==> src/rtl/mem_bus_arbiter.sv <==
// mem_bus_arbiter: arbitrates core fetch and load/store requests onto the SPI memory controller handshake.
module mem_bus_arbiter #(
    parameter int TIMEOUT_CYCLES = 1023
) (
    input  logic        clk,
    input  logic        rst_n,
    input  logic        ifetch_req,
    input  logic [31:0] ifetch_addr,
    output logic [31:0] ifetch_data,
    output logic        ifetch_valid,
    input  logic        ls_req,
    input  logic        ls_is_write,
    input  logic [2:0]  ls_funct3,
    input  logic [31:0] ls_addr,
    input  logic [31:0] ls_wdata,
    output logic [31:0] ls_rdata,
    output logic        ls_valid,
    output logic        ls_error,
    output logic [2:0]  mem_num_bytes,
    output logic [31:0] mem_target_address,
    output logic        mem_is_write,
    output logic [31:0] mem_write_value,
    output logic        mem_start_request,
    input  logic [31:0] mem_fetched_data,
    input  logic        mem_request_done
);
    typedef enum logic [1:0] {IDLE, BUSY, RELEASE} state_t;
    state_t      state_q, state_d;
    logic [9:0]  cnt_q, cnt_d;
    logic        owner_ls_q, owner_ls_d;
    logic [2:0]  f3_q, f3_d;
    logic [2:0]  nb_q, nb_d;
    logic [31:0] addr_q, addr_d;
    logic        wr_q, wr_d;
    logic [31:0] wval_q, wval_d;
    logic        start_q, start_d;
    logic [31:0] ifd_q, ifd_d;
    logic        ifv_q, ifv_d;
    logic [31:0] lsd_q, lsd_d;
    logic        lsv_q, lsv_d;
    logic        lse_q, lse_d;
    logic        ls_legal, grant, done_hit, to_hit, sx;
    logic [2:0]  req_nb;
    logic [31:0] wmask, res;
    assign ls_legal = (ls_funct3[1:0] != 2'b11) && !(ls_funct3[2] && (ls_is_write || ls_funct3[1]));
    assign req_nb   = ls_funct3[1:0] == 2'b00 ? 3'd1 : ls_funct3[1:0] == 2'b01 ? 3'd2 : 3'd4;
    assign wmask    = req_nb == 3'd1 ? {24'b0, ls_wdata[7:0]} : req_nb == 3'd2 ? {16'b0, ls_wdata[15:0]} : ls_wdata;
    assign grant    = state_q == IDLE && (ls_req || ifetch_req);
    assign done_hit = state_q == BUSY && mem_request_done;
    assign to_hit   = state_q == BUSY && !mem_request_done && cnt_q == 10'(TIMEOUT_CYCLES - 1);
    // Left-justified read data is shifted down; only signed LB/LH extend the top bit.
    assign sx  = !f3_q[2] && mem_fetched_data[31];
    assign res = nb_q == 3'd1 ? {{24{sx}}, mem_fetched_data[31:24]} :
                 nb_q == 3'd2 ? {{16{sx}}, mem_fetched_data[31:16]} : mem_fetched_data;
    always_ff @(posedge clk or negedge rst_n) begin
        if (!rst_n) state_q <= IDLE;
        else        state_q <= state_d;
    end
    always_comb begin
        state_d = state_q;
        case (state_q)
            IDLE:    if (grant) state_d = (ls_req && !ls_legal) ? RELEASE : BUSY;
            BUSY:    if (done_hit || to_hit) state_d = RELEASE;
            default: state_d = IDLE;
        endcase
    end
    always_comb begin
        cnt_d      = state_q == BUSY ? cnt_q + 10'd1 : 10'd0;
        owner_ls_d = owner_ls_q;
        f3_d       = f3_q;
        nb_d       = nb_q;
        addr_d     = addr_q;
        wr_d       = wr_q;
        wval_d     = wval_q;
        start_d    = start_q;
        ifd_d      = ifd_q;
        ifv_d      = 1'b0;
        lsd_d      = lsd_q;
        lsv_d      = 1'b0;
        lse_d      = 1'b0;
        if (grant && ls_req && !ls_legal) begin
            lsv_d = 1'b1;
            lse_d = 1'b1;
            lsd_d = 32'b0;
        end else if (grant) begin
            owner_ls_d = ls_req;
            f3_d       = ls_req ? ls_funct3 : 3'b010;
            nb_d       = ls_req ? req_nb : 3'd4;
            addr_d     = ls_req ? ls_addr : ifetch_addr;
            wr_d       = ls_req && ls_is_write;
            wval_d     = (ls_req && ls_is_write) ? wmask : 32'b0;
            start_d    = 1'b1;
        end
        if (done_hit || to_hit) begin
            start_d = 1'b0;
            if (owner_ls_q) begin
                lsv_d = 1'b1;
                lse_d = to_hit;
                lsd_d = (to_hit || wr_q) ? 32'b0 : res;
            end else begin
                ifv_d = 1'b1;
                ifd_d = to_hit ? 32'b0 : res;
            end
        end
    end
    always_ff @(posedge clk or negedge rst_n) begin
        if (!rst_n) begin
            cnt_q      <= '0;
            owner_ls_q <= 1'b0;
            f3_q       <= '0;
            nb_q       <= '0;
            addr_q     <= '0;
            wr_q       <= 1'b0;
            wval_q     <= '0;
            start_q    <= 1'b0;
            ifd_q      <= '0;
            ifv_q      <= 1'b0;
            lsd_q      <= '0;
            lsv_q      <= 1'b0;
            lse_q      <= 1'b0;
        end else begin
            cnt_q      <= cnt_d;
            owner_ls_q <= owner_ls_d;
            f3_q       <= f3_d;
            nb_q       <= nb_d;
            addr_q     <= addr_d;
            wr_q       <= wr_d;
            wval_q     <= wval_d;
            start_q    <= start_d;
            ifd_q      <= ifd_d;
            ifv_q      <= ifv_d;
            lsd_q      <= lsd_d;
            lsv_q      <= lsv_d;
            lse_q      <= lse_d;
        end
    end
    assign ifetch_data        = ifd_q;
    assign ifetch_valid       = ifv_q;
    assign ls_rdata           = lsd_q;
    assign ls_valid           = lsv_q;
    assign ls_error           = lse_q;
    assign mem_num_bytes      = nb_q;
    assign mem_target_address = addr_q;
    assign mem_is_write       = wr_q;
    assign mem_write_value    = wval_q;
    assign mem_start_request  = start_q;
endmodule

==> config.mk <==
export PLATFORM = sky130hd
export DESIGN_NAME = mem_bus_arbiter
export DESIGN_NICKNAME = d
export VERILOG_FILES = /design/src/rtl/mem_bus_arbiter.sv
export SDC_FILE = /design/constraint.sdc
export NUM_CORES = 1
export LEC_CHECK = 0
export ABC_AREA = 1
export BUFFER_PORTS_ARGS = -buffer_cell sky130_fd_sc_hd__buf_2
export CAP_MARGIN = 20
export CORE_MARGIN = 2
export CORE_UTILIZATION = 49
export DETAILED_ROUTE_END_ITERATION = 10
export PLACE_DENSITY_LB_ADDON = 0.12
export SETUP_SLACK_MARGIN = 0.05
export SLEW_MARGIN = 25
export SYNTH_ARGS = -nofsm -noshare
export SYNTH_HDL_FRONTEND = slang
export SYNTH_SLANG_ARGS = --single-unit
==> constraint.sdc <==
create_clock -name clk -period 2 [get_ports clk]
set_input_delay 0.4 -clock clk [delete_from_list [all_inputs] [get_ports clk]]
set_output_delay 0.4 -clock clk [all_outputs]
set_load 0.1 [all_outputs]
Word-level counts from Yosys, hierarchy flattened
Index checks and enable logic that the tools add are counted.

Flip-flop bits (word level): 152. Bits of input ports: 137. Output and inout bits: 136. Word-level logic and storage cells: 84.

Add/subtract/negate cells: 1. Eq/ne operators: 11. Mux-type cells: 30. Bitwise logic cells: 2. Reduce and logical (&&, ||, !) cells: 26.

Operators with widths (number): 32-bit 2-to-1 mux (11); 3-bit 2-to-1 mux (4); 1-bit logical AND (11); 10-bit by 1-bit adder with 10-bit output (second input constant) (1); 10-bit equality test (second input constant) (1); 1-bit 2-to-1 mux (10); 10-bit 2-to-1 mux (1); 2-bit AND reduction (4); 3-bit by 1-bit equality test with 1-bit output (second input constant) (2); 3-bit by 2-bit equality test with 1-bit output (second input constant) (2); 2-bit 2-to-1 mux (3); 2-bit inequality test (second input constant) (3); 2-bit by 1-bit equality test with 1-bit output (second input constant) (2); 1-bit logical NOT (4); 2-bit logical NOT (2); 1-bit logical OR (4); 2-bit one-hot mux with 2 select lines (1); 2-bit by 1-bit inequality test with 1-bit output (second input constant) (1); 1-bit inverter (2); 2-bit nonzero test (1).

Longest topological paths before layout
Word-level depth: 9. Depth in mapped cells: 10. Gate-level depth less buffers: 9.

Least setup slack after synthesis
OpenSTA, ideal clock, no wires.

Path kind: register to register. Start point: register nb_q[1] (netlist: mem_num_bytes[1]). End point: register lsd_q[23] (netlist: ls_rdata[23]). Library setup time: 0.123 ns. Data arrival time: 1.996 ns. Data required time: 1.877 ns. Slack: -0.119 ns. Cell stages (with the launch flop): 10. Path buffers: 2. Clock period less this slack: 2.119 ns. Path through: dfrtp_1 > buf_4 > nand3_2 > nand2_2 > nand2_1 > buf_2 > o21ai_0 > inv_1 > nand2_1 > nand2_1.

Word-level cells in the longest chain between the ends: 6. Elaborated cells on any way between the ends: 7. Classes of those cells: eq/ne: 2; mux: 5.

Ends and longest elaborated chain: start: declaration (line 32) `logic [2:0] nb_q, nb_d;`; start signal: assignment (line 125) `nb_q <= nb_d;`; 3-bit by 2-bit equality test with 1-bit output (line 54) `nb_q == 3'd2 ? {{16{sx}}, mem_fetched_data[31:16]} : mem_fetched_data;`; 32-bit 2-to-1 mux (line 54); 32-bit 2-to-1 mux * (line 53) `assign res = nb_q == 3'd1 ? {{24{sx}}, mem_fetched_data[31:24]} :`; 32-bit 2-to-1 mux * (line 99) `lsd_d = (to_hit || wr_q) ? 32'b0 : res;`; 32-bit 2-to-1 mux * (line 96) `if (owner_ls_q) begin`; 32-bit 2-to-1 mux * (line 94) `if (done_hit || to_hit) begin`; named net lsd_d[23] (line 39) `logic [31:0] lsd_q, lsd_d;`; end signal: assignment (line 132) `lsd_q <= lsd_d;`; end: declaration (line 39).

Mark *: on every way through the listed nets, which the timed path passes. The rest lies on a longest branch. A chain may end at the register's enable or synchronous reset.

Worst setup path in the final report
Start point: register nb_q[1] (netlist: mem_num_bytes[1]). End point: output port mem_num_bytes[1].

RTL lines: end: declaration (line 19) `output logic [2:0] mem_num_bytes,`.

No word-level cell between the ends.

==> out/qor.yml <==
synth-seq-cells: 150
critical-path-top-delay-family: "buffers and inverters"
path_class: "flip-flop to output pin"
clk_pin_slew_worst_paths_ns: 0.06
final_area_um2: 8890
yosys_warnings: 0
arrival_ns: 1.38
clkLatencyLatePin_ns: 0.42
synth.distinct_cells: 26
synthTopCellsByArea: "dfrtp_1 56%, nand2_1 15%, o21ai_0 5.2%, mux2i_1 4.8%, o21ai_1 4.3%"
min_to: "mem_write_value[2]"
final.period_utilization: 0.891
finalCriticalPeriod_ns: 1.78
synth_nets: 924
wirelength_mm: 19.3
fin_nets: 1196
grt_max_degree: 58
numCtsBuffers: 17
cp_max_fo: 12
initial_core_util: 0.504
cts_tree: "done"
die_w_um: 121
avgSynthCellArea_um2: 8.58
gp_routability_congestion: 0.900
ioPinCount: 273
cp_slowest_cell: "buf_2"
r2r_slack_ns: 0.27
holdPathStages: 3
synth_cells: 785
drt-pass1-iter-count: 4
cts.sink_count: 150
start_kind: "flip-flop"
synth_top_area_share: 0.558
reg2reg_to: "ls_rdata[8]"
num_rows: 42
hold_path_class: "input pin to flip-flop"
antenna_found_initial: 2
crit_path_end_kind: "output pin"
clock-root-buffer: "clkbuf_16"
hp-start: "ls_wdata[2]"
chipHeight_um: 121
core-area_um2: 13300
worstMarginPinSlew_ns: 0.561
grt-ovfl-total: 0
drc: 0
yosysSeqAreaShare: 0.558
relSlewSlack: 0.629
rr_worst_depth: 10
whs_ns: 0.212
drv_slew: 0
rsz0062_at_grt: "false"
critPathBufInv: 1
htreeDepth: 4
postRouteAntennaNets: 0
max-cap-violations: 0
crit_required_ns: 1.60
r2r_start: "cnt_q[0]"
syn_area_um2: 6730
tns_ns: 0
grt_pass1_vias: 5927
yosysTopAreaCell: "dfrtp_1"
via_per_inst: 5.06
grt_pass1_wl_mm: 30.2
dp_hpwl_mm: 14.2
layout-drive-gt1-share: 0.315
clock.fmax_ghz: 0.561
cts_setup_buffers: 0
grtUsageTotal: 0.269
slowest_delay_ns: 0.49
status: "finished, final reports clean"
via_count: 6286
io_buffers: 272
clock_skew_ns: 0.00609
area_growth_syn_to_layout_pct: 32.1
worstPathCellList: "buf_2"
placed_cell_area_um2: 8320
clockBufferDepth: 2
wire_per_inst_um: 15.5
hold_viol: 0
fp.dieArea_um2: 14700
setup_viol: 0
first_iter_violations: 472
==> metal layers <==
| layer | vias to the layer above | track usage | routed length, µm |
|---|---|---|---|
| met5 | - | 0 | 13 |
| met4 | 2 | 0.0941 | 450 |
| li1 | 3080 | - | - |
| met3 | 38 | 0.0874 | 1640 |
| met1 | 2914 | 0.338 | 7720 |
| met2 | 252 | 0.440 | 9440 |
==> layout make-up <==
cell class              count  area (µm²)
fillers                  1175        4450
clock inverters             6         105
flip-flops and latches    150        3760
multi-input cells         531        2520
well taps                 176         220
inverters                  65         244
repair buffers            292        1600
clock buffers              21         450
diodes                      1        2.50
==> through the flow <==
step                std cells   util  worst slack (ns)
detailed placement       1213  0.623             0.236
global route             1242  0.666             0.100
CTS                      1241  0.666             0.204
floorplan                 785      -             0.182
finish                   1242  0.666             0.219
global placement         1213  0.623             0.288
==> timing repair <==
| item | in CTS | in global routing |
|---|---|---|
| gates resized for setup | 0 | 2 |
| hold buffers | 1 | 0 |
| hold endpoints to repair | 18 | 0 |
| setup endpoints to repair | 0 | 6 |
==> layout by cell type, fill, tap and decap left out, types with 2 or more instances in the layout <==
| cell | netlist | layout |
|---|---|---|
| dfrtp_1 | 150 | 147 |
| dfrtp_2 | 0 | 3 |
| clkbuf_1 | 10 | 3 |
| o21ai_0 | 70 | 70 |
| buf_4 | 3 | 13 |
| nand3_1 | 41 | 41 |
| clkinv_2 | 0 | 3 |
| nand4_1 | 10 | 10 |
| buf_2 | 18 | 271 |
| clkbuf_16 | 0 | 17 |
| nand2_2 | 4 | 5 |
| inv_2 | 6 | 6 |
| ha_1 | 2 | 2 |
| a31oi_1 | 2 | 2 |
| inv_1 | 58 | 58 |
| nor3_1 | 4 | 4 |
| buf_12 | 0 | 6 |
| nor2_1 | 24 | 24 |
| nand2_1 | 271 | 269 |
| nand3_2 | 2 | 2 |
| a21oi_1 | 7 | 7 |
| bufinv_16 | 0 | 3 |
| mux2i_1 | 32 | 32 |
| o21ai_1 | 58 | 58 |
==> worst max-delay path by stage <==
stage	cells after the start	slack (ns)	from	endpoint
floorplan	9	0.18	mem_num_bytes[1]	ls_rdata[23]
global placement	7	0.29	mem_num_bytes[1]	ifetch_data[11]
detailed placement	7	0.24	mem_num_bytes[1]	ifetch_data[12]
CTS	1	0.20	mem_num_bytes[1]	mem_num_bytes[1]
finish	1	0.22	mem_num_bytes[1]	mem_num_bytes[1]
global route	10	0.10	cnt_q[0]	ls_rdata[21]
==> sequential cells by signal, indices dropped and copies added (netlist names) <==
signal,cells
cnt_q,10
f3_q,1
ifetch_data,32
ifetch_valid,1
ls_error,1
ls_rdata,32
ls_valid,1
mem_is_write,1
mem_num_bytes,3
mem_start_request,1
mem_target_address,32
mem_write_value,32
owner_ls_q,1
state_q,2
==> cells by family (layout without fill, tap and decap cells) <==
kind of cell	count (synthesis)	after routing	share of synthesized area
AOI/OAI and AO/OA	139	139	0.105
adders and majority gates	2	2	0.00372
buffers and inverters	104	384	0.0697
DFF	150	150	0.558
muxes	32	32	0.0476
other	0	1	0
and+or+nand+nor	358	358	0.217
==> tightest hold or removal path: stages <==
cell and delay, ns:
buf_2 0.09, inv_1 0.04, o21ai_1 0.06
==> Yosys cell counts <==
library cell	instances
mux2i_1	32
nor2_1	24
clkinv_1	1
nand3_2	2
nor2_2	1
buf_2	18
o21ai_1	58
nand2_2	4
o21ai_0	70
buf_6	6
a31oi_1	2
inv_2	6
nand3_1	41
dfrtp_1	150
ha_1	2
clkbuf_1	10
a21oi_1	7
nand4_1	10
nand2_1	271
buf_4	3
o21ai_2	1
nand4_2	1
inv_1	58
nor3_1	4
buf_1	2
o21a_1	1
Power is left out: the tool's default activity adds up to more than one toggle a clock period on the data nets, which glitch-free logic cannot reach.
